## config.mk

```make
export PLATFORM = sky130hd
export DESIGN_NAME = pov_raydir
export DESIGN_NICKNAME = d
export VERILOG_FILES = /design/src/rtl/pov_raydir.sv
export SDC_FILE = /design/constraint.sdc
export NUM_CORES = 1
export LEC_CHECK = 0
export CAP_MARGIN = 20
export CORE_MARGIN = 2
export CORE_UTILIZATION = 55
export CTS_CLUSTER_DIAMETER = 150
export DETAILED_ROUTE_END_ITERATION = 6
export GPL_ROUTABILITY_DRIVEN = 0
export HOLD_SLACK_MARGIN = 0.02
export PLACE_DENSITY = 0.8
export SLEW_MARGIN = 0
export SYNTH_ARGS = -nofsm -noshare
export SYNTH_HDL_FRONTEND = slang
export SYNTH_SLANG_ARGS = --single-unit
```

## constraint.sdc

```tcl
create_clock -name clk -period 4.3 [get_ports clk]
set_clock_uncertainty 0.1 [all_clocks]
set_input_delay 0.86 -clock clk [delete_from_list [all_inputs] [get_ports clk]]
set_output_delay 0.86 -clock clk [all_outputs]
set_load 0.03 [all_outputs]
```

## src/rtl/pov_raydir.sv

```systemverilog
`default_nettype none
// ============================================================================
// Module   : pov_raydir
// Purpose  : Per-column ray-direction generator for the wall tracer.
//            rayDir(c) = facing + vplane*(2c/COLS - 1), evaluated without a
//            multiplier. Once per frame a serial shift-add multiply forms the
//            per-column step (vplane * STEP_RECIP). After that, each column
//            costs one accumulator add.
// Ports    : clk, reset (sync, active-high)
//            facingX/Y, vplaneX/Y - SQ10.10 vectors from the POV block
//            frame_start          - latch vectors, start step multiply
//            line_start           - rewind to column 0
//            col_advance          - step to next column (saturates at COLS-1)
//            rayDirX/Y            - SQ10.10 ray direction of current column
//            col                  - current column index
//            valid / busy         - column ray valid / step multiply running
// Revision : 1.0 - initial release
// ============================================================================
module pov_raydir #(
  parameter int COLS        = 640,
  parameter int RECIP_SHIFT = 16,
  parameter int RECIP_W     = 8,
  parameter int STEP_RECIP  = 205
) (
  input  logic               clk,
  input  logic               reset,
  input  logic signed [19:0] facingX,
  input  logic signed [19:0] facingY,
  input  logic signed [19:0] vplaneX,
  input  logic signed [19:0] vplaneY,
  input  logic               frame_start,
  input  logic               line_start,
  input  logic               col_advance,
  output logic signed [19:0] rayDirX,
  output logic signed [19:0] rayDirY,
  output logic [9:0]         col,
  output logic               valid,
  output logic               busy
);

  // Two guard bits above the SQ10.10 range plus the extra fraction bits.
  localparam int ACC_W = 20 + RECIP_SHIFT + 2;
  localparam int BIT_W = (RECIP_W > 1) ? $clog2(RECIP_W) : 1;

  localparam logic [RECIP_W-1:0] C_RECIP    = RECIP_W'(STEP_RECIP);
  localparam logic [BIT_W-1:0]   C_LAST_BIT = BIT_W'(RECIP_W - 1);
  localparam logic [9:0]         C_LAST_COL = 10'(COLS - 1);

  typedef enum logic [1:0] {
    S_IDLE = 2'd0,
    S_MUL  = 2'd1,
    S_RUN  = 2'd2
  } state_t;

  state_t                   state_q, state_d;
  logic signed [19:0]       vx_q, vx_d;
  logic signed [19:0]       vy_q, vy_d;
  logic signed [ACC_W-1:0]  basex_q, basex_d;
  logic signed [ACC_W-1:0]  basey_q, basey_d;
  logic signed [ACC_W-1:0]  stepx_q, stepx_d;
  logic signed [ACC_W-1:0]  stepy_q, stepy_d;
  logic signed [ACC_W-1:0]  accx_q, accx_d;
  logic signed [ACC_W-1:0]  accy_q, accy_d;
  logic [BIT_W-1:0]         bit_q, bit_d;
  logic [9:0]               col_q, col_d;

  function automatic logic signed [ACC_W-1:0] sext(input logic signed [19:0] a);
    return {{(ACC_W-20){a[19]}}, a};
  endfunction

  always_comb begin
    state_d = state_q;
    vx_d    = vx_q;
    vy_d    = vy_q;
    basex_d = basex_q;
    basey_d = basey_q;
    stepx_d = stepx_q;
    stepy_d = stepy_q;
    accx_d  = accx_q;
    accy_d  = accy_q;
    bit_d   = bit_q;
    col_d   = col_q;

    case (state_q)
      S_MUL: begin
        // One multiplier bit per cycle, LSB first.
        if (C_RECIP[bit_q]) begin
          stepx_d = stepx_q + (sext(vx_q) <<< bit_q);
          stepy_d = stepy_q + (sext(vy_q) <<< bit_q);
        end
        if (bit_q == C_LAST_BIT) begin
          state_d = S_RUN;
          accx_d  = basex_q;
          accy_d  = basey_q;
          col_d   = 10'd0;
        end else begin
          bit_d = bit_q + BIT_W'(1);
        end
      end
      S_RUN: begin
        if (line_start) begin
          accx_d = basex_q;
          accy_d = basey_q;
          col_d  = 10'd0;
        end else if (col_advance && (col_q != C_LAST_COL)) begin
          accx_d = accx_q + stepx_q;
          accy_d = accy_q + stepy_q;
          col_d  = col_q + 10'd1;
        end
      end
      default: begin
      end
    endcase

    // A new frame overrides anything in progress, including a running multiply.
    if (frame_start) begin
      state_d = S_MUL;
      vx_d    = vplaneX;
      vy_d    = vplaneY;
      basex_d = (sext(facingX) - sext(vplaneX)) <<< RECIP_SHIFT;
      basey_d = (sext(facingY) - sext(vplaneY)) <<< RECIP_SHIFT;
      stepx_d = '0;
      stepy_d = '0;
      bit_d   = '0;
    end
  end

  always_ff @(posedge clk) begin
    if (reset) begin
      state_q <= S_IDLE;
      vx_q    <= '0;
      vy_q    <= '0;
      basex_q <= '0;
      basey_q <= '0;
      stepx_q <= '0;
      stepy_q <= '0;
      accx_q  <= '0;
      accy_q  <= '0;
      bit_q   <= '0;
      col_q   <= '0;
    end else begin
      state_q <= state_d;
      vx_q    <= vx_d;
      vy_q    <= vy_d;
      basex_q <= basex_d;
      basey_q <= basey_d;
      stepx_q <= stepx_d;
      stepy_q <= stepy_d;
      accx_q  <= accx_d;
      accy_q  <= accy_d;
      bit_q   <= bit_d;
      col_q   <= col_d;
    end
  end

  // Slicing above the extra fraction bits is the floor shift; the two guard
  // bits are dropped, so out-of-range values wrap.
  assign rayDirX = accx_q[RECIP_SHIFT +: 20];
  assign rayDirY = accy_q[RECIP_SHIFT +: 20];
  assign col     = col_q;
  assign valid   = (state_q == S_RUN);
  assign busy    = (state_q == S_MUL);

endmodule
`default_nettype wire

```

Yosys cells after proc, flatten, opt, wreduce, memory -nomap -nowiden:

Memories as Yosys holds them, arrays and structs flattened. A register that Yosys moved wholly into a read port is not among the register bits.
Cells that the tools add are included.

* add/subtract/negate cells: 8
* multipliers: 0
* divide/modulo/power cells: 0
* $lt $le $gt $ge: 1
* equal/unequal tests: 6
* shift operators: 2
* mux-type cells: 18
* bitwise gates (word level): 1
* reduce and logical (&&, ||, !) cells: 10

Operators by type and width (number)
* $mux 38: 6
* $add 38x38->38: 4
* $pmux 38 s2: 2
* $sshl 20x3->38: 2
* $sub 20x20->21: 2
* $mux 10: 3
* $pmux 10 s2: 1
* $add 10x1->10 const B: 1
* $ne 10x10->1 const B: 1
* $reduce_and 2->1: 4
* $mux 3: 2
* $reduce_bool 2->1: 3
* $lt 3x4->1 const B: 1
* $mux 1: 4
* $add 3x1->3 const B: 1
* $eq 3x3->1 const B: 1
* $ne 3x2->1 const B: 1
* $reduce_and 3->1: 1
* $eq 2x1->1 const B: 1
* $eq 2x2->1 const B: 1
* $ne 2x1->1 const B: 1
* $reduce_or 2->1: 1
* $logic_and 1x1->1: 1
* $not 1->1: 1

* register bits: 251
* latch bits: 0
* memory bits (writable): 0
* bits in read-only memories: 8
* input bits: 85
* output and inout port bits: 52
* logic and storage cells: 59
* memories: 1

Memory list
* (no name shown): depth 8, bits a word 1, read ports 1, clocked after memory_dff 1, write ports 0, RTL line 87 `if (C_RECIP[bit_q]) begin`

Longest topological paths before layout:

Gate-level depths: netlist (run 1).

* word-level depth: 5
* mapped depth: 19
* mapped depth without buffers: 16

Worst setup path after synthesis (run 1):

Ideal clock, no wire load.

* path type: flip-flop to flip-flop
* from: reg bit_q[1]
* to: reg stepx_q[35]
* library setup time: 118 ps
* data arrival time: 4044 ps
* required time: 4082 ps
* setup slack: 38 ps
* cell stages (with the launch flop): 18
* buffers on the path: 3
* period minus slack after synthesis: 4262 ps
* cell sequence: dfxtp_1 -> clkbuf_1 -> clkbuf_1 -> buf_1 -> mux2i_1 -> nand2_1 -> o21ai_0 -> o22ai_1 -> ha_1 -> a21oi_1 -> nor3b_1 -> a211o_1 -> a31oi_1 -> o311a_1 -> a21oi_2 -> o21bai_1 -> a311o_1 -> mux2i_1

* cells in the longest elaborated chain, start to end: 2

Ends and longest elaborated chain
* from (decl): RTL line 64 `logic [BIT_W-1:0] bit_q, bit_d;`
* from (signal assigned): RTL line 151 `bit_q <= bit_d;`
* $sshl 20x3->38: RTL line 88 `stepx_d = stepx_q + (sext(vx_q) <<< bit_q);`
* $add 38x38->38: RTL line 88
* to (signal assigned): RTL line 147 `stepx_q <= stepx_d;`
* to (decl): RTL line 60 `logic signed [ACC_W-1:0] stepx_q, stepx_d;`

Every way passes these cells.
A chain may end at the register's enable or synchronous reset.

Worst setup path after layout (run 1):

* from: reg bit_q[1]
* to: reg stepx_q[28]

The elaborated chain is that of the path after synthesis.

==> results of run 1 <==
==> power groups by stage <==
stage,logic (W),registers [W],clock network (W)
after floorplan,0.000696,0.00239,0
after detailed placement,0.000962,0.00243,0
final,0.000990,0.00238,0.00260
after CTS,0.000973,0.00238,0.00264
after global placement,0.000937,0.00242,0
after global routing,0.00108,0.00238,0.00272
==> per-stage QoR <==
stage,hold WS [ns],util,setup WS [ns],cells,cell area (um2)
after detailed placement,0.3467,0.6058,0.09913,2860,20420
after global placement,0.3408,0.6058,0.1799,2860,20420
after global routing,0.4030,0.6374,0.03328,2914,21480
after CTS,0.3672,0.6357,0.09634,2910,21420
after floorplan,0.3259,-,0.03802,2398,18920
final,0.3634,0.6374,0.2414,2914,21480
==> layer usage <==
metal	vias up	part of all wire
met5	-	0
met1	8504	0.43
li1	8752	-
met4	0	0.033
met3	112	0.069
met2	718	0.47
==> synth_stat cells (21+ instances only) <==
library cell	number	share of area
o21a_1	22	0.0087
dfxtp_1	240	0.25
ha_1	181	0.12
nand2_1	228	0.045
nand3_1	42	0.011
o22ai_1	37	0.012
inv_1	86	0.017
o211ai_1	25	0.0099
clkbuf_1	103	0.020
mux2_2	26	0.015
o21bai_1	24	0.0095
nand2b_1	22	0.0073
a21o_1	97	0.038
nor2b_1	23	0.0076
a22oi_1	65	0.026
nor2_1	249	0.049
o21ai_0	121	0.032
nor3_1	40	0.011
xnor2_1	92	0.043
buf_4	40	0.016
a211oi_1	21	0.0083
a21oi_1	222	0.059
mux2i_1	72	0.038
a31oi_1	25	0.0083
xor2_1	61	0.028
==> worst paths after layout <==
kind | startpoint | end | slack (ns) | cells past startpoint
worst min-delay path | basey_q[30]$_SDFFE_PP0P_ | basey_q[30]$_SDFFE_PP0P_ | 0.36 | 2
worst max register to register | bit_q[1]$_SDFFE_PN0P_ | stepx_q[28]$_SDFFE_PN0P_ | 0.24 | 13
worst min register to register | basey_q[30]$_SDFFE_PP0P_ | basey_q[30]$_SDFFE_PP0P_ | 0.36 | 2
worst max-delay path | bit_q[1]$_SDFFE_PN0P_ | stepx_q[28]$_SDFFE_PN0P_ | 0.24 | 13
==> sequential cells by signal, indices dropped and copies added, names as in the netlist, named ones only <==
register	cells
stepy_q	36
basey_q	20
basex_q	20
stepx_q	36
accx_q	36
col	10
vy_q	20
bit_q	3
vx_q	20
state_q	2
accy_q	36
==> cells in the final DEF, fill, tap and decap left out, types with 37 or more instances in the layout <==
cell / count
nor2_1: 249
dfxtp_1: 237
nand2_1: 227
a21oi_1: 220
ha_1: 181
clkdlybuf4s50_1: 134
o21ai_0: 121
a21o_1: 97
xnor2_1: 92
inv_1: 86
mux2i_1: 72
a22oi_1: 65
xor2_1: 61
nand3_1: 42
nor3_1: 39
buf_4: 38
o22ai_1: 37
==> logic make-up (layout without fill, tap and decap cells) <==
group	after synthesis	count (layout)
buffers and inverters	243	311
flip-flops	240	240
AND/OR/NAND/NOR	689	689
XOR/XNOR	153	153
adder cells (fa/ha/maj)	187	187
multiplexers	108	108
AO/OA/AOI/OAI	778	778
==> what timing repair did <==
action	4_1_cts	5_1_grt
setup buffers	0	4
setup endpoints to repair	0	14
gates resized for setup	0	6
==> critical path: cells and delay by family (launching register included) <==
family	cells	cell delay, ns
buffers and inverters	1	0.25
adders and majority gates	1	0.40
AOI/OAI and AO/OA	7	1.62
and+or+nand+nor	1	0.08
xor gates and xnor gates	1	0.14
DFF	1	0.47
muxes	2	0.85
==> layout make-up <==
| class | instances | share of cell area |
|---|---|---|
| well taps | 448 | 0.02610 |
| clock buffers | 33 | 0.03483 |
| multi-input cells | 1915 | 0.6099 |
| flip-flops and latches | 240 | 0.2240 |
| inverters | 86 | 0.01503 |
| clock inverters | 17 | 0.01206 |
| repair buffers | 175 | 0.07811 |
==> impl_metrics.csv, run 1 <==
group,metric,value,unit
worst_setup_path,cp.arrival,4.39,ns
grt,grt_use_met1,0.3832,
min_path,hold_path_class,"register to register",
yosys,synthCells,2398,
yosys,synth-adder-area-share,0.1261,
yosys,yosysWarnings,0,
clocking,cts-root-buf,"clkbuf_16",
power,power.switching,0.001646,W
timing,rsz0062_at_grt,"false",
timing,timing.fmax,246.4,MHz
cells_and_area,multi_input_area,13100,um2
die,core,33700,um2
power,pwr-share-clk,0.436,
die,row_count,67,
die,die_w,189.5,um
power,p_leak,9.464,nW
grt,grt_max_degree,59,
grt,use_met2,0.4923,
drt,postRouteAntennaNets,0,
grt,busiest_layer,"met2",
die,die_h,189.5,um
worst_setup_path,path_max_fanout,15,
worst_setup_path,path_cells,"buf_4, mux2_2, mux4_2, ha_1, a21oi_2, nand2_1, a211oi_2, o21ai_1, a221o_1, a21oi_1, o21a_1, xor2_1, o21ai_1",
drt,vias,18090,
power,seqPwrFrac,0.398,
outcome,violations,"DRC",
yosys,async_flop_share,0,
clocking,postCtsHoldBufs,0,
cells_and_area,area_growth,13.56,%
yosys,synth_cell_types,80,
grt,grt_first_pass_wirelength,86320,um
cells_and_area,fin_nets,2717,
yosys,synthXorXnorAreaFrac,0.07084,
cells_and_area,n_fill_cell,2806,
yosys,avgSynthCellArea,7.888,um2
clocking,cts_tree,"built",
power,p_int,0.004330,W
worst_setup_path,required,4.63,ns
timing,setup_viol,0,
yosys,synth_nets,2670,
clocking,cts_buffers,27,
die,io_pins,137,
power,swShare,0.2754,
grt,use_met3,0.03355,
yosys,synth-compound-area-share,0.2665,
yosys,synth_edf_count,0,
die,die-area,35890,um2
run,maxCapViolCount,0,
timing,period_minus_slack,4.059,ns
timing,period_share,0.9439,
drt,drcViolationCount,2,
grt,antenna_found_initial,0,
yosys,ys_seq_area_frac,0.2540,
worst_setup_path,critPathMaxStageDelay,0.47,ns
drt,viasPerCell,6.207,
grt,grt_pass1_vias,17130,
clocking,cts_max_level,1,
drt,wirelength,53620,um
power,combinationalPowerShare,0.166,
yosys,synth_simple_gate_area_frac,0.1609,
clocking,cts.clk_slew.worst_paths,0.07,ns
placement,hpwl,40690,um
cells_and_area,regArea,4811,um2
worst_setup_path,crit_type,"register to register",
placement,port_buffers,136,
grt,grt_usage,0.2899,
timing,tns,0,ns
power,ir_drop,345.0,uV
grt,grt_overflow,0,
drt,drt_iter0_drc,1351,
worst_setup_path,crit_path_start_kind,"register",
yosys,synth_top_family_by_area,"compound AO/OA/AOI/OAI gates",
power,power_density,278.2,nW/um2
timing,final_max_slew_viol_count,0,
timing,finalHoldViolations,0,
cells_and_area,drive_gt1_frac,0.06691,
yosys,synth_mux_area_frac,0.06548,
yosys,synth_seq_cells,240,
yosys,synth_area,18920,um2
outcome,run_status,"finished, violations left",
clocking,cts_sinks,240,
cells_and_area,diodes,0,
clocking,worstSkewPairLatency,0.57,ns
worst_setup_path,crit_top_cell,"o21ai_1",
clocking,cts_max_path_buffers,3,
worst_setup_path,cpMaxStageDelayCell,"dfxtp_4",
timing,maxSlewHeadroom,0.4265,
die,start_util,0.5613,
drt,avgRoutedWirePerCell,18.40,um
worst_setup_path,critPathCaptureType,"register",
timing,worst_pin_slew,0.8570,ns
drt,firstDrtPassIters,7,
yosys,synth-main-ff-cell,"dfxtp_1",
power,power,0.005975,W
Note: power is estimated with default switching activity, not from simulation.
==> inputs of run 2 (changes only) <==
--- a/config.mk
+++ b/config.mk
@@ -6,6 +6,7 @@
 export NUM_CORES = 1
 export LEC_CHECK = 0
 export CAP_MARGIN = 20
+export CORE_ASPECT_RATIO = 1.1
 export CORE_MARGIN = 2
 export CORE_UTILIZATION = 55
 export CTS_CLUSTER_DIAMETER = 150
==> impl_metrics.csv, run 2 (synthesized netlist as in run 1, its figures left out) <==
group,metric,value,unit
outcome,run_status,"finished, final reports clean",
cells_and_area,final_common_cell,"nor2_1",
timing,worst_pin_slew,0.8172,ns
cells_and_area,diodes,0,
drt,drt_iter0_drc,1487,
drt,firstDrtPassIters,7,
cells_and_area,area_growth,13.34,%
run,maxCapViolCount,0,
clocking,cts_max_path_buffers,3,
grt,grt_overflow,0,
grt,grt_first_pass_wirelength,86370,um
die,die_w,180.8,um
cells_and_area,fin_cells,2906,
timing,finalHoldViolations,0,
drt,drcViolationCount,0,
timing,final_max_slew_viol_count,0,
cells_and_area,fin_nets,2718,
cells_and_area,stdcell_area,21440,um2
clocking,cts_max_level,1,
die,io_pins,137,
placement,place_inst,2853,
timing,rsz0062_at_grt,"false",
clocking,post_cts_buffers,0,
cells_and_area,most-common-layout-cells,"nor2_1, dfxtp_1, nand2_1",
power,p_leak,9.449,nW
drt,postRouteAntennaNets,0,
worst_setup_path,cp.arrival,4.44,ns
worst_setup_path,path_max_fanout,10,
clocking,cts_buffers,29,
min_path,hold_path_class,"register to register",
power,power_density,275.3,nW/um2
grt,grt_max_degree,60,
timing,tns,0,ns
die,die_h,198.5,um
worst_setup_path,required,4.63,ns
grt,grt_pass1_vias,17520,
cells_and_area,fin_util,0.6301,
worst_setup_path,crit_type,"register to register",
die,core,34020,um2
timing,period_minus_slack,4.108,ns
placement,hpwl,41000,um
power,power,0.005903,W
timing,maxSlewHeadroom,0.4552,
clocking,cts_tree,"built",
timing,period_share,0.9553,
timing,setup_viol,0,
clocking,cts-root-buf,"clkbuf_16",
cells_and_area,n_fill_cell,2891,
placement,placed_area,20430,um2
clocking,cts.clk_slew.worst_paths,0.06,ns
timing,timing.fmax,243.4,MHz
grt,antenna_found_initial,0,
drt,viasPerCell,6.265,
grt,grt_usage,0.2887,
clocking,worstSkewPairLatency,0.56,ns
drt,vias,18210,
drt,wirelength,54020,um
worst_setup_path,crit_path_start_kind,"register",
die,row_count,71,
cells_and_area,drive_gt1_frac,0.06605,
placement,port_buffers,136,
die,die-area,35890,um2
power,ir_drop,268.6,uV
worst_setup_path,critPathCaptureType,"register",
die,start_util,0.5560,
clocking,cts_sinks,240,
drt,avgRoutedWirePerCell,18.59,um
-- run 2: cell types whose count changed in the layout (fill, tap and decap cells not counted), moves of 2 or more --
cell / delta
bufinv_16: -3
clkinv_2: +2
clkbuf_16: +2
clkinvlp_4: +2
-- run 2: per-layer routing --
| metal | up-vias | global-route usage | wire length (um) |
|---|---|---|---|
| met3 | 166 | 0.03607 | 4130 |
| met1 | 8529 | 0.3621 | 22400 |
| met5 | - | 0 | 0 |
| met2 | 747 | 0.4942 | 25070 |
| met4 | 0 | 0.1353 | 2419 |
| li1 | 8765 | - | - |
-- run 2: final timing paths --
path | from | endpoint | slack [ns] | cells after the start
worst max-delay path | bit_q[1]$_SDFFE_PN0P_ | stepy_q[34]$_SDFFE_PN0P_ | 0.19 | 13
worst min-delay path | basey_q[31]$_SDFFE_PP0P_ | basey_q[31]$_SDFFE_PP0P_ | 0.36 | 2
worst max register to register | bit_q[1]$_SDFFE_PN0P_ | stepy_q[34]$_SDFFE_PN0P_ | 0.19 | 13
worst min register to register | basey_q[31]$_SDFFE_PP0P_ | basey_q[31]$_SDFFE_PP0P_ | 0.36 | 2
-- run 2: layout make-up --
cell class | count | area [um2] | share of cell area
multi-input cells | 1915 | 13090 | 0.6103
repair buffers | 174 | 1678 | 0.07826
inverters | 86 | 322.8 | 0.01506
clock inverters | 17 | 192.7 | 0.008987
well taps | 438 | 548.0 | 0.02556
flip-flops and latches | 240 | 4811 | 0.2244
clock buffers | 36 | 802.0 | 0.03741
-- run 2: per-stage QoR --
stage	worst slack (ns)	hold WS [ns]
2_1_floorplan	0.03802	0.3259
3_3_place_gp	0.2568	0.3356
3_5_place_dp	0.1593	0.3440
4_1_cts	0.1669	0.3602
5_1_grt	0.04726	0.3910
6_report	0.1923	0.3569
-- run 2: worst max-delay path: stages (launching register included) --
cell	delay, ns
dfxtp_4	0.43
mux2_2	0.39
mux4_2	0.47
ha_1	0.37
a21o_1	0.18
a21o_1	0.17
a21o_1	0.19
a221o_1	0.36
a31oi_2	0.23
o41ai_1	0.16
o41a_1	0.43
a31oi_1	0.24
xor2_1	0.17
o21ai_1	0.08
-- run 2: power by group --
| group | total [W] | internal (W) | switching, W |
|---|---|---|---|
| logic | 0.000997 | 0.000431 | 0.000566 |
| clock network | 0.00253 | 0.00151 | 0.00102 |
| registers | 0.00238 | 0.00230 | 0.0000768 |
-- run 2: repair_timing --
| item | 4_1_cts | 5_1_grt |
|---|---|---|
| endpoints found under the setup margin | 0 | 4 |
| gates resized for setup | 0 | 3 |
| hold buffers | 0 | 0 |
==> inputs of run 3 (changes only) <==
--- a/config.mk
+++ b/config.mk
@@ -11,10 +11,8 @@
 export CORE_UTILIZATION = 55
 export CTS_CLUSTER_DIAMETER = 150
 export DETAILED_ROUTE_END_ITERATION = 6
-export GPL_ROUTABILITY_DRIVEN = 0
 export HOLD_SLACK_MARGIN = 0.02
 export PLACE_DENSITY = 0.8
-export SLEW_MARGIN = 0
 export SYNTH_ARGS = -nofsm -noshare
 export SYNTH_HDL_FRONTEND = slang
 export SYNTH_SLANG_ARGS = --single-unit
==> impl_metrics.csv, run 3 (synthesized netlist as in run 1, its figures left out) <==
group,metric,value,unit
timing,final_max_slew_viol_count,0,
grt,grt_max_degree,127,
cells_and_area,fin_nets,2717,
drt,drt_iter0_drc,1208,
placement,place.gp.congestion,1.002,
min_path,hold_start,"basex_q[35]$_SDFFE_PP0P_",
worst_setup_path,cpMaxStageDelayCell,"mux4_2",
placement,pre_cts_slack,0.1159,ns
cells_and_area,drive_gt1_frac,0.06648,
drt,vias,18040,
die,die_h,198.5,um
placement,port_buffers,136,
cells_and_area,multi_input_area,13120,um2
power,ir_drop,285.4,uV
cells_and_area,fin_cells,2905,
grt,grt_first_pass_wirelength,89430,um
drt,firstDrtPassIters,7,
cells_and_area,final_common_cell,"nor2_1",
drt,postRouteAntennaNets,0,
timing,period_minus_slack,4.065,ns
die,die-area,35890,um2
cells_and_area,diodes,0,
clocking,cts_buffers,29,
clocking,post_cts_buffers,0,
cells_and_area,most-common-layout-cells,"nor2_1, dfxtp_1, nand2_1",
clocking,cts_tree,"built",
worst_setup_path,path_max_fanout,11,
cells_and_area,regArea,4813,um2
timing,worst_pin_slew,0.8251,ns
timing,maxSlewHeadroom,0.4499,
clocking,cts_max_path_buffers,3,
timing,rsz0062_at_grt,"false",
drt,wirelength,55440,um
clocking,cts_max_level,1,
clocking,cts_sinks,240,
timing,period_share,0.9454,
worst_setup_path,cp.arrival,4.39,ns
die,core,34020,um2
drt,drcViolationCount,0,
worst_setup_path,cp-startpoint,"bit_q[1]$_SDFFE_PN0P_",
clocking,cts-root-buf,"clkbuf_16",
worst_setup_path,crit_family,"compound AO/OA/AOI/OAI gates",
run,maxCapViolCount,0,
drt,viasPerCell,6.209,
min_path,hold_path_class,"register to register",
placement,placed_area,20430,um2
worst_setup_path,crit_buf_inv,0,
clocking,postCtsHoldBufs,0,
die,io_pins,137,
grt,grt_overflow,0,
grt,grt_pass1_vias,17490,
die,row_count,71,
cells_and_area,area_growth,13.90,%
cells_and_area,n_fill_cell,2960,
die,start_util,0.5560,
timing,finalWorstSetupSlack,0.2350,ns
outcome,run_status,"finished, final reports clean",
worst_setup_path,critPathMaxStageDelay,0.47,ns
worst_setup_path,critPathCaptureType,"register",
drt,avgRoutedWirePerCell,19.08,um
timing,setup_viol,0,
power,p_leak,9.497,nW
power,power_density,285.2,nW/um2
clocking,worstSkewPairLatency,0.56,ns
worst_setup_path,crit_type,"register to register",
die,die_w,180.8,um
power,power,0.006146,W
cells_and_area,stdcell_area,21550,um2
worst_setup_path,crit_top_cell,"a21o_1",
placement,place_inst,2851,
worst_setup_path,crit_path_start_kind,"register",
grt,grt_usage,0.3010,
timing,timing.fmax,246.0,MHz
worst_setup_path,path_cells,"mux2_2, mux4_2, ha_1, a21o_1, a21o_1, a21o_1, a221o_1, a31oi_2, o41ai_1, o41a_1, a31oi_1, xor2_1, o21ai_1",
worst_setup_path,required,4.63,ns
worst_setup_path,r2r-start,"bit_q[1]$_SDFFE_PN0P_",
timing,tns,0,ns
grt,antenna_found_initial,0,
clocking,cts.clk_slew.worst_paths,0.07,ns
timing,finalHoldViolations,0,
placement,hpwl,41700,um
==> run 3: changes by cell type in the layout (fill, tap and decap cells not counted), moves of 2 or more <==
cell / before / now
bufinv_16: 3 / 7
inv_6: 2 / 0
clkinvlp_4: 4 / 1
buf_4: 37 / 35
clkbuf_1: 2 / 4
==> run 3: power by group <==
part	internal (W)	switching, W
clock	0.00174	0.00103
sequential	0.00230	0.0000762
combinational	0.000430	0.000567
total	0.00447	0.00168
==> run 3: what timing repair did <==
item / 4_1_cts / 5_1_grt
endpoints found under the hold margin: 0 / 0
resized for setup: 0 / 9
endpoints found under the setup margin: 0 / 11
==> run 3: cell type report <==
| type | instances | share of cell area |
|---|---|---|
| clock buffers | 38 | 0.03757 |
| clock inverters | 15 | 0.01190 |
| inverters | 86 | 0.01516 |
| multi-input cells | 1915 | 0.6087 |
| flip-flops and latches | 240 | 0.2234 |
| well taps | 438 | 0.02544 |
| repair buffers | 172 | 0.07758 |
| repair inverters | 1 | 0.0002323 |
==> run 3: path summary, 6_finish.rpt <==
path | end | cells after the start | slack [ns]
hold reg to reg | basex_q[35]$_SDFFE_PP0P_ | 2 | 0.36
setup / recovery | stepy_q[34]$_SDFFE_PN0P_ | 13 | 0.23
setup reg to reg | stepy_q[34]$_SDFFE_PN0P_ | 13 | 0.23
hold / removal | basex_q[35]$_SDFFE_PP0P_ | 2 | 0.36
==> run 3: per-stage QoR <==
| step | utilization | hold slack [ns] |
|---|---|---|
| finish | 0.6333 | 0.3569 |
| global route | 0.6333 | 0.3893 |
| CTS | 0.6318 | 0.3592 |
| detailed placement | 0.6005 | 0.3451 |
| global placement | 0.5997 | 0.3354 |
| floorplan | - | 0.3259 |
==> run 3: per-layer routing <==
metal | track usage | part of all wire | vias up
li1 | - | - | 8774
met1 | 0.3834 | 0.43 | 8552
met2 | 0.5302 | 0.48 | 593
met3 | 0.02911 | 0.061 | 118
met4 | 0.1075 | 0.035 | 0
met5 | 0 | 0 | -
==> run 3: worst reg2reg max path: cells and delay by family (launching register included) <==
| family | cells | cell delay [ns] |
|---|---|---|
| AO/OA/AOI/OAI | 9 | 2.02 |
| multiplexers | 2 | 0.87 |
| flip-flops | 1 | 0.43 |
| adder cells (fa/ha/maj) | 1 | 0.36 |
| XOR/XNOR | 1 | 0.17 |
